===== src/rtl/lsu_pkg.sv =====
// Shared types and helpers for the load/store unit: FSM state encoding,
// latency-counter sizing and load-data extension.
package lsu_pkg;

  localparam int LSU_ADDR_W  = 18;
  localparam int LSU_DATA_W  = 32;
  localparam int LSU_MEM_LAT = 1;

  typedef enum logic [2:0] {
    LSU_IDLE   = 3'd0,
    LSU_SETUP  = 3'd1,
    LSU_STROBE = 3'd2,
    LSU_WAIT   = 3'd3,
    LSU_RESP   = 3'd4
  } lsu_state_e;

  // Plain vector constants so the state register stays a simple logic vector.
  localparam logic [2:0] ST_IDLE   = LSU_IDLE;
  localparam logic [2:0] ST_SETUP  = LSU_SETUP;
  localparam logic [2:0] ST_STROBE = LSU_STROBE;
  localparam logic [2:0] ST_WAIT   = LSU_WAIT;
  localparam logic [2:0] ST_RESP   = LSU_RESP;

  // The WAIT counter runs from lat-1 down to 0.
  function automatic int lat_cnt_w(input int lat);
    return (lat <= 2) ? 1 : $clog2(lat);
  endfunction

  function automatic logic [LSU_DATA_W-1:0] extend_load(
    input logic [LSU_DATA_W-1:0] data,
    input logic                  is_byte,
    input logic                  is_signed
  );
    if (is_byte) begin
      return {{(LSU_DATA_W-8){is_signed & data[7]}}, data[7:0]};
    end
    return data;
  endfunction

endpackage


===== src/rtl/load_store_unit_if.sv =====
// Bundles for the load/store unit: datapath request/response channel and
// the data-memory control bus.
interface lsu_req_if #(
  parameter int DATA_W = 32
);
  logic              req_valid;
  logic              req_ready;
  logic              req_write;
  logic              req_byte;
  logic              req_signed;
  logic [DATA_W-1:0] req_base;
  logic [15:0]       req_offset;
  logic [DATA_W-1:0] req_wdata;
  logic              resp_valid;
  logic              resp_ready;
  logic [DATA_W-1:0] resp_rdata;
  logic              resp_err;

  modport master (
    output req_valid, req_write, req_byte, req_signed, req_base, req_offset,
           req_wdata, resp_ready,
    input  req_ready, resp_valid, resp_rdata, resp_err
  );

  modport slave (
    input  req_valid, req_write, req_byte, req_signed, req_base, req_offset,
           req_wdata, resp_ready,
    output req_ready, resp_valid, resp_rdata, resp_err
  );
endinterface

interface lsu_mem_if #(
  parameter int ADDR_W = 18,
  parameter int DATA_W = 32
);
  logic [ADDR_W-1:0] mem_address;
  logic [DATA_W-1:0] mem_write_data;
  logic              mem_read;
  logic              mem_write;
  logic              mem_byte;
  logic [DATA_W-1:0] mem_read_data;

  modport master (
    output mem_address, mem_write_data, mem_read, mem_write, mem_byte,
    input  mem_read_data
  );

  modport slave (
    input  mem_address, mem_write_data, mem_read, mem_write, mem_byte,
    output mem_read_data
  );
endinterface


===== src/rtl/lsu_load_extend.sv =====
// Load-result formatter: passes a word through or zero/sign-extends the low byte.
module lsu_load_extend
  import lsu_pkg::*;
(
  input  logic [LSU_DATA_W-1:0] data_i,
  input  logic                  byte_i,
  input  logic                  signed_i,
  output logic [LSU_DATA_W-1:0] rdata_o
);

  assign rdata_o = extend_load(data_i, byte_i, signed_i);

endmodule


===== src/rtl/load_store_unit.sv =====
// Memory-stage load/store controller: one request at a time, registered memory
// strobes, extended load result. Define MISALIGN_TRAP_EN to trap misaligned words.
module load_store_unit
  import lsu_pkg::*;
#(
  parameter int ADDR_W  = LSU_ADDR_W,
  parameter int DATA_W  = LSU_DATA_W,
  parameter int MEM_LAT = LSU_MEM_LAT
) (
  input  logic      clk,
  input  logic      rst_n,
  lsu_req_if.slave  req,
  lsu_mem_if.master mem,
  output logic      busy
);

  localparam int CNT_W = lat_cnt_w(MEM_LAT);

  logic [2:0]        state_q, state_d;
  logic              write_q, byte_q, signed_q;
  logic              rd_stb_q, wr_stb_q;
  logic [ADDR_W-1:0] addr_q;
  logic [DATA_W-1:0] wdata_q, rdata_q;
  logic [CNT_W-1:0]  cnt_q;

  logic [ADDR_W-1:0] ea, ea_addr;
  logic [DATA_W-1:0] ext_data;
  logic              accept, trap, last_wait;

  // Only the low ADDR_W bits of the effective address reach memory, so the
  // sum is formed at that width; wrap-around is identical modulo 2^ADDR_W.
  assign ea        = req.req_base[ADDR_W-1:0] + ADDR_W'($signed(req.req_offset));
  assign accept    = req.req_valid && (state_q == ST_IDLE);
  assign last_wait = (state_q == ST_WAIT) && (cnt_q == '0);

`ifdef MISALIGN_TRAP_EN
  assign trap    = !req.req_byte && (ea[1:0] != 2'b00);
  assign ea_addr = ea;
`else
  assign trap    = 1'b0;
  assign ea_addr = req.req_byte ? ea : {ea[ADDR_W-1:2], 2'b00};
`endif

  // NOTE: next-state logic assigns a default first so no path leaves state_d
  // unassigned, which would otherwise infer a latch.
  always_comb begin
    state_d = state_q;
    case (state_q)
      ST_IDLE:   if (accept) state_d = trap ? ST_RESP : ST_SETUP;
      ST_SETUP:  state_d = ST_STROBE;
      ST_STROBE: state_d = ST_WAIT;
      ST_WAIT:   if (cnt_q == '0) state_d = ST_RESP;
      ST_RESP:   if (req.resp_ready) state_d = ST_IDLE;
      default:   state_d = ST_IDLE;
    endcase
  end

  // NOTE: every register, including the datapath holding registers, is reset so
  // the memory bus and response outputs come out of reset at a known 0.
  always_ff @(posedge clk or negedge rst_n) begin
    if (!rst_n) begin
      state_q  <= ST_IDLE;
      write_q  <= 1'b0;
      byte_q   <= 1'b0;
      signed_q <= 1'b0;
      rd_stb_q <= 1'b0;
      wr_stb_q <= 1'b0;
      addr_q   <= '0;
      wdata_q  <= '0;
      rdata_q  <= '0;
      cnt_q    <= '0;
    end else begin
      // NOTE: sequential state uses non-blocking assignments so every register
      // samples the pre-edge values regardless of statement order.
      state_q  <= state_d;
      rd_stb_q <= (state_q == ST_SETUP) && !write_q;
      wr_stb_q <= (state_q == ST_SETUP) && write_q;

      if (accept && !trap) begin
        write_q  <= req.req_write;
        byte_q   <= req.req_byte;
        signed_q <= req.req_signed;
        addr_q   <= ea_addr;
        wdata_q  <= req.req_wdata;
      end

      if (state_q == ST_STROBE) begin
        cnt_q <= CNT_W'(MEM_LAT - 1);
      end else if ((state_q == ST_WAIT) && (cnt_q != '0)) begin
        cnt_q <= cnt_q - CNT_W'(1);
      end

      if (accept && trap) begin
        rdata_q <= '0;
      end else if (last_wait) begin
        rdata_q <= write_q ? '0 : ext_data;
      end
    end
  end

`ifdef MISALIGN_TRAP_EN
  logic err_q;

  always_ff @(posedge clk or negedge rst_n) begin
    if (!rst_n) begin
      err_q <= 1'b0;
    end else if (accept) begin
      err_q <= trap;
    end
  end

  assign req.resp_err = err_q;
`else
  assign req.resp_err = 1'b0;
`endif

  lsu_load_extend u_load_extend (
    .data_i   (mem.mem_read_data),
    .byte_i   (byte_q),
    .signed_i (signed_q),
    .rdata_o  (ext_data)
  );

  assign req.req_ready  = (state_q == ST_IDLE);
  assign req.resp_valid = (state_q == ST_RESP);
  assign req.resp_rdata = rdata_q;
  assign busy           = (state_q != ST_IDLE);

  assign mem.mem_address    = addr_q;
  assign mem.mem_write_data = wdata_q;
  assign mem.mem_byte       = byte_q;
  assign mem.mem_read       = rd_stb_q;
  assign mem.mem_write      = wr_stb_q;

endmodule

===== src/flat_wrapper.sv =====
// flat-port wrapper written by rule: the top's interface ports become plain ports
module load_store_unit_flat import lsu_pkg::*;
#(
  parameter int ADDR_W  = LSU_ADDR_W,
  parameter int DATA_W  = LSU_DATA_W,
  parameter int MEM_LAT = LSU_MEM_LAT
)
  (clk, rst_n, busy, req_req_valid, req_req_write, req_req_byte, req_req_signed, req_req_base, req_req_offset, req_req_wdata, req_resp_ready, req_req_ready, req_resp_valid, req_resp_rdata, req_resp_err, mem_mem_address, mem_mem_write_data, mem_mem_read, mem_mem_write, mem_mem_byte, mem_mem_read_data);
  lsu_req_if #(.DATA_W(DATA_W)) req_i ();
  lsu_mem_if #(.ADDR_W(ADDR_W), .DATA_W(DATA_W)) mem_i ();
  input  logic clk;
  input  logic rst_n;
  output logic busy;
  input wire logic [$bits(req_i.req_valid)-1:0] req_req_valid;
  input wire logic [$bits(req_i.req_write)-1:0] req_req_write;
  input wire logic [$bits(req_i.req_byte)-1:0] req_req_byte;
  input wire logic [$bits(req_i.req_signed)-1:0] req_req_signed;
  input wire logic [$bits(req_i.req_base)-1:0] req_req_base;
  input wire logic [$bits(req_i.req_offset)-1:0] req_req_offset;
  input wire logic [$bits(req_i.req_wdata)-1:0] req_req_wdata;
  input wire logic [$bits(req_i.resp_ready)-1:0] req_resp_ready;
  output wire logic [$bits(req_i.req_ready)-1:0] req_req_ready;
  output wire logic [$bits(req_i.resp_valid)-1:0] req_resp_valid;
  output wire logic [$bits(req_i.resp_rdata)-1:0] req_resp_rdata;
  output wire logic [$bits(req_i.resp_err)-1:0] req_resp_err;
  output wire logic [$bits(mem_i.mem_address)-1:0] mem_mem_address;
  output wire logic [$bits(mem_i.mem_write_data)-1:0] mem_mem_write_data;
  output wire logic [$bits(mem_i.mem_read)-1:0] mem_mem_read;
  output wire logic [$bits(mem_i.mem_write)-1:0] mem_mem_write;
  output wire logic [$bits(mem_i.mem_byte)-1:0] mem_mem_byte;
  input wire logic [$bits(mem_i.mem_read_data)-1:0] mem_mem_read_data;
  assign req_i.req_valid = req_req_valid;
  assign req_i.req_write = req_req_write;
  assign req_i.req_byte = req_req_byte;
  assign req_i.req_signed = req_req_signed;
  assign req_i.req_base = req_req_base;
  assign req_i.req_offset = req_req_offset;
  assign req_i.req_wdata = req_req_wdata;
  assign req_i.resp_ready = req_resp_ready;
  assign req_req_ready = req_i.req_ready;
  assign req_resp_valid = req_i.resp_valid;
  assign req_resp_rdata = req_i.resp_rdata;
  assign req_resp_err = req_i.resp_err;
  assign mem_mem_address = mem_i.mem_address;
  assign mem_mem_write_data = mem_i.mem_write_data;
  assign mem_mem_read = mem_i.mem_read;
  assign mem_mem_write = mem_i.mem_write;
  assign mem_mem_byte = mem_i.mem_byte;
  assign mem_i.mem_read_data = mem_mem_read_data;
  load_store_unit #(.ADDR_W(ADDR_W), .DATA_W(DATA_W), .MEM_LAT(MEM_LAT)) u_core (.clk(clk), .rst_n(rst_n), .req(req_i), .mem(mem_i), .busy(busy));
endmodule

===== config.mk =====
export PLATFORM = sky130hd
export DESIGN_NAME = load_store_unit_flat
export DESIGN_NICKNAME = d
export VERILOG_FILES = /design/src/rtl/lsu_pkg.sv /design/src/rtl/load_store_unit_if.sv /design/src/rtl/lsu_load_extend.sv /design/src/rtl/load_store_unit.sv /design/src/flat_wrapper.sv
export SDC_FILE = /design/constraint.sdc
export NUM_CORES = 1
export LEC_CHECK = 0
export ABC_AREA = 1
export ABC_CLOCK_PERIOD_IN_PS = 1300
export BUFFER_PORTS_ARGS = -buffer_cell sky130_fd_sc_hd__buf_2
export CORE_MARGIN = 8
export CORE_UTILIZATION = 48
export DETAILED_ROUTE_END_ITERATION = 16
export PLACE_DENSITY = 0.91
export SLEW_MARGIN = 0
export SYNTH_ARGS = -nofsm -noshare
export SYNTH_HDL_FRONTEND = slang
export SYNTH_HIERARCHICAL = 1
export SYNTH_SLANG_ARGS = --single-unit

===== constraint.sdc =====
create_clock -name clk -period 1.3 [get_ports clk]
set_input_delay 0.26 -clock clk [delete_from_list [all_inputs] [get_ports clk]]
set_output_delay 0.26 -clock clk [all_outputs]
set_load 0.005 [all_outputs]

=== Word-level counts from Yosys, hierarchy flattened ===
Index checks and enable logic that the tools add are counted.

* Register bits: 91
* Word-level logic and storage cells: 42

* Eq/ne operators: 7
* $add $sub $neg: 2
* Muxes and demuxes: 11
* Bitwise logic cells: 2
* Reductions and logical operators: 10

{| class="wikitable"
|+ Operators with widths
! operator !! count
|-
| $mux W32 || 3
|-
| $add A18 B18 Y18 || 1
|-
| $pmux W3 S5 || 1
|-
| $mux W3 || 3
|-
| $eq A3 B2 Y1 const B || 2
|-
| $logic_and A1 B1 Y1 || 5
|-
| $ne A2 B2 Y1 const B || 2
|-
| $eq A3 B1 Y1 const B || 1
|-
| $eq A3 B3 Y1 const B || 1
|-
| $logic_not A3 Y1 || 1
|-
| $mux W1 || 3
|-
| $reduce_and A3 Y1 || 1
|-
| $reduce_bool A3 Y1 || 1
|-
| $mux W2 || 1
|-
| $ne A2 B1 Y1 const B || 1
|-
| $reduce_bool A2 Y1 || 1
|-
| $and A1 B1 Y1 || 1
|-
| $logic_not A1 Y1 || 1
|-
| $not A1 Y1 || 1
|-
| $sub A1 B1 Y1 const B || 1
|}

=== Longest topological paths before layout ===
* Depth after elaboration: 4
* Mapped depth: 12
* Mapped depth without buffers: 12

=== Modules after synthesis ===
The synthesis kept the hierarchy.

{| class="wikitable"
|+ By module, submodules not included
! module !! cells an instance !! times used !! area each (um2)
|-
| load_store_unit || 563 || 1 || 4570.6
|-
| lsu_load_extend || 62 || 1 || 311.5
|}

=== Worst setup path before layout ===
Ideal clock, no wire load.

* Path type: input -> register
* Start point: input port req_req_base[0]
* End point: register u_core.addr_q[16] (netlist: u_core/mem.mem_address[16])
* Slack: -0.290 ns
* Arrival: 1.473 ns
* Setup time: 0.117 ns
* Stages on the path: 10
* Path buffers: 0
* Cell sequence: ha_1 fa_1 nand3_1 nand2_1 nand2_1 nand2_1 nand2_1 nand3b_1 nand3_1 nand2_1

* Word-level cells in the longest chain between the ends: 1

{| class="wikitable"
|+ RTL lines
! item !! RTL line !! source
|-
| start: declaration || flat_wrapper.sv:18 || <nowiki>input wire logic [$bits(req_i.req_base)-1:0] req_req_base;</nowiki>
|-
| $add A18 B18 Y18 || load_store_unit.sv:32 || <nowiki>assign ea = req.req_base[ADDR_W-1:0] + ADDR_W'($signed(req.req_offset));</nowiki>
|-
| end signal: assignment || load_store_unit.sv:83 || <nowiki>addr_q <= ea_addr;</nowiki>
|-
| end: declaration || load_store_unit.sv:22 || <nowiki>logic [ADDR_W-1:0] addr_q;</nowiki>
|}

Every way passes these cells.
A chain may end at the register's enable or synchronous reset.

=== Worst setup path in the final report ===
* Start point: register u_core.state_q[2]
* End point: register u_core.rdata_q[22] (netlist: u_core/req.resp_rdata[22])

* Word-level cells in the longest chain between the ends: 2

{| class="wikitable"
|+ RTL lines
! item !! RTL line !! source
|-
| start: declaration || load_store_unit.sv:19 || <nowiki>logic [2:0] state_q, state_d;</nowiki>
|-
| start signal: assignment || load_store_unit.sv:75 || <nowiki>state_q <= state_d;</nowiki>
|-
| $eq A3 B2 Y1 || load_store_unit.sv:34 || <nowiki>assign last_wait = (state_q == ST_WAIT) && (cnt_q == '0);</nowiki>
|-
| $logic_and A1 B1 Y1 || load_store_unit.sv:34 ||
|-
| end signal: assignment || load_store_unit.sv:96 || <nowiki>rdata_q <= write_q ? '0 : ext_data;</nowiki>
|-
| end: declaration || load_store_unit.sv:23 || <nowiki>logic [DATA_W-1:0] wdata_q, rdata_q;</nowiki>
|}

Every way passes these cells.

==> impl_metrics.tcl <==
set metrics [dict create \
    cts_tree "yes" \
    rows 37 \
    fin_util 0.719 \
    dieArea_sq_um 13700 \
    rsz0062_at_grt "true" \
    ys_types 28 \
    gp_congestion 0.939 \
    peakVddDrop_mv 0.889 \
    postSynthCellCount 625 \
    yosysWarningCount 6 \
    p_per_area_nw_per_um2 2130 \
    synth_area_leaders "dfrtp_1 (47%), nand2_1 (24%), ha_1 (4.4%)" \
    drv_cap 0 \
    cp_data_arrival_time_ns 1.74 \
    syn_area_sq_um 4880 \
    clk_path_buf_depth 2 \
    dr.first_iter.drc_count 304 \
    post-route-period-util 1.16 \
    reg2reg_to "u_core/req.resp_rdata[22]" \
    violations "setup timing" \
    setup_ws_ns -0.212 \
    cts-root-buf "clkbuf_8" \
    worst_hold_path.num_cells 3 \
    p_leak_nw 4.03 \
    routedWlPerCell_um 16.3 \
    drc 0 \
    drv_slew 0 \
    reg2reg_slack_ns -0.21 \
    yosysTopAreaCell "dfrtp_1" \
    dr_total_vias 4975 \
    total_power_w 0.0155 \
    critical_path.max_fanout 8 \
    h-tree-depth 3 \
    grt_max_degree 41 \
    nNetsFinal 996 \
    finClkSkew_ns 0.00994 \
    required_ns 1.53 \
    clk_pin_slew_ns 0.09 \
    grt-ovfl-total 0 \
    clk_latency_ns 0.35 \
    track_usage 0.222 \
    yosys.cell_count.top_type "nand2_1" \
    synth_nets 762 \
    grt_first_pass_wirelength_mm 23.7 \
    critPathKind "register to register" \
    firstDrtPassIters 5 \
    via_per_inst 4.98 \
    synth_flop_cell "dfrtp_1" \
    io_buffers 192 \
    num-fill-cells 744 \
    ant_nets 0 \
    worstSetupEndpoint "u_core/req.resp_rdata[22]" \
    synthArstFlopShare 1.00 \
    ios 208 \
    cts.sinks 91 \
    drive_above_1_share 0.410 \
    dpl.hpwl_mm 10.6 \
    synth_edf_count 0 \
    start_util 0.484 \
    wl_mm 16.3 \
    r2r_cells 8 \
    cp-end-kind "register" \
    die_x_um 117 \
    hold_class "input pin to register" \
    yosysSeqAreaShare 0.466 \
    cts_buffers 9 \
    startpoint "u_core/state_q[2]" \
    finalHoldViolations 0 \
    area_delta_synth_final_pct 48.7 \
    antenna_found_initial 0 \
    reg2reg_from "u_core/state_q[2]" \
    grt_pass1_vias 5068 \
    startpoint_type "register" \
    outcome "finished with violations" \
    die_h_um 117 \
    fin_crit_ns 1.51 \
    antenna_cells 0 \
    netlist.area_leader.share 0.466 \
    synth_common_cells "nand2_1 (318), dfrtp_1 (91), inv_1 (28)" \
    yosys_register_bits 91 \
    fmax_mhz 662 \
    syn_avg_cell_area_sq_um 7.81 \
    fp.coreArea_sq_um 10100 \
    final-setup-viol-count 76 \
]
## worst max-delay path, cell delays in order (launching register included)
cell and delay (ns):
dfrtp_1 0.39, buf_4 0.14, buf_4 0.13, nor3_4 0.17, nand2_4 0.12, buf_6 0.16, buf_12 0.14, nand2_1 0.07
o21ai_1 0.07
## per-layer routing
layer / GRT usage / vias up / wire, um / share of wire
met1: 0.239 / 2335 / 6220 / 0.38
met3: 0.0359 / 30 / 1010 / 0.062
met5: 0 / - / 0 / 0
met2: 0.415 / 193 / 8710 / 0.54
li1: - / 2417 / - / -
met4: 0.108 / 0 / 326 / 0.020
## power breakdown
part,leakage [nW],internal [W],switching [W]
sequential,1.16,0.00414,0.000881
combinational,2.75,0.00395,0.00420
clock,0.117,0.00133,0.000969
total,4.03,0.00942,0.00605
## sequential cells by signal, indices dropped and copies added (netlist names)
name and cells:
u_core/mem.mem_byte 1, u_core/write_q 1, u_core/mem.mem_address 18, u_core/state_q 3, u_core/req.resp_rdata 32, u_core/mem.mem_read 1
u_core/cnt_q 1, u_core/mem.mem_write 1, u_core/mem.mem_write_data 32, u_core/signed_q 1
## cells by family (layout without fill, tap and decap cells)
family,Yosys count,count (layout),share of synthesized area
AO/OA/AOI/OAI,63,63,0.0823
buffers and inverters,65,304,0.0769
flip-flops,91,91,0.466
other,1,1,0.000768
AND/OR/NAND/NOR,379,379,0.312
XOR/XNOR,8,8,0.0144
adder cells (fa/ha/maj),18,18,0.0477
## final cells by class
type / instances / area [sq um] / share of cell area
Timing Repair Buffer: 256 / 1840 / 0.253
Clock buffer: 12 / 145 / 0.0200
Sequential cell: 91 / 2280 / 0.314
Inverter: 32 / 133 / 0.0183
Clock inverter: 4 / 97.6 / 0.0134
Tap cell: 136 / 170 / 0.0234
Multi-Input combinational cell: 469 / 2600 / 0.358
## placed cells by master, fill, tap and decap left out, types with 7 or more instances in the layout
| cell type | Yosys | routed |
|---|---|---|
| a21oi_1 | 14 | 10 |
| buf_12 | 0 | 9 |
| buf_2 | 6 | 191 |
| buf_4 | 13 | 34 |
| buf_6 | 10 | 7 |
| clkbuf_8 | 0 | 10 |
| dfrtp_1 | 91 | 90 |
| ha_4 | 0 | 12 |
| inv_1 | 28 | 27 |
| nand2_1 | 318 | 287 |
| nand2_2 | 3 | 23 |
| nand2_4 | 0 | 10 |
| nand3_1 | 22 | 21 |
| nor2_1 | 21 | 21 |
| o21ai_0 | 17 | 13 |
| o21ai_1 | 9 | 12 |
| o21ai_2 | 23 | 18 |
| xnor2_1 | 8 | 8 |
## through the flow
step / instances / TNS [ns] / hold slack [ns] / setup slack [ns] / area (sq um)
CTS: 991 / -6.38 / 0.0766 / -0.235 / 7000
detailed placement: 957 / -3.97 / 0.150 / -0.316 / 6300
floorplan: 625 / -0.496 / -0.0356 / -0.122 / 5060
global placement: 957 / -3.67 / 0.145 / -0.277 / 6300
global route: 1000 / -16.70 / 0.0944 / -0.300 / 7260
finish: 1000 / -9.65 / 0.0948 / -0.212 / 7260
## worst min path at each step
| stage | from | end | slack, ns |
|---|---|---|---|
| detailed placement | rst_n | u_core/req.resp_rdata[10] | 0.15 |
| floorplan | rst_n | u_core/cnt_q | -0.04 |
| global placement | rst_n | u_core/req.resp_rdata[10] | 0.15 |
| CTS | req_req_wdata[16] | u_core/mem.mem_write_data[16] | 0.08 |
| global route | req_req_wdata[2] | u_core/mem.mem_write_data[2] | 0.09 |
| finish | req_req_wdata[2] | u_core/mem.mem_write_data[2] | 0.09 |
## what timing repair did
| item | in CTS | in global routing |
|---|---|---|
| endpoints found under the hold margin | 15 | 0 |
| buffers inserted | 10 | 4 |
| endpoints found under the setup margin | 51 | 89 |
| hold buffers | 1 | 0 |
| gates cloned | 7 | 7 |
| gates resized for setup | 56 | 24 |
| pin swaps | 2 | 0 |
Note: power is estimated with default switching activity, not from simulation.
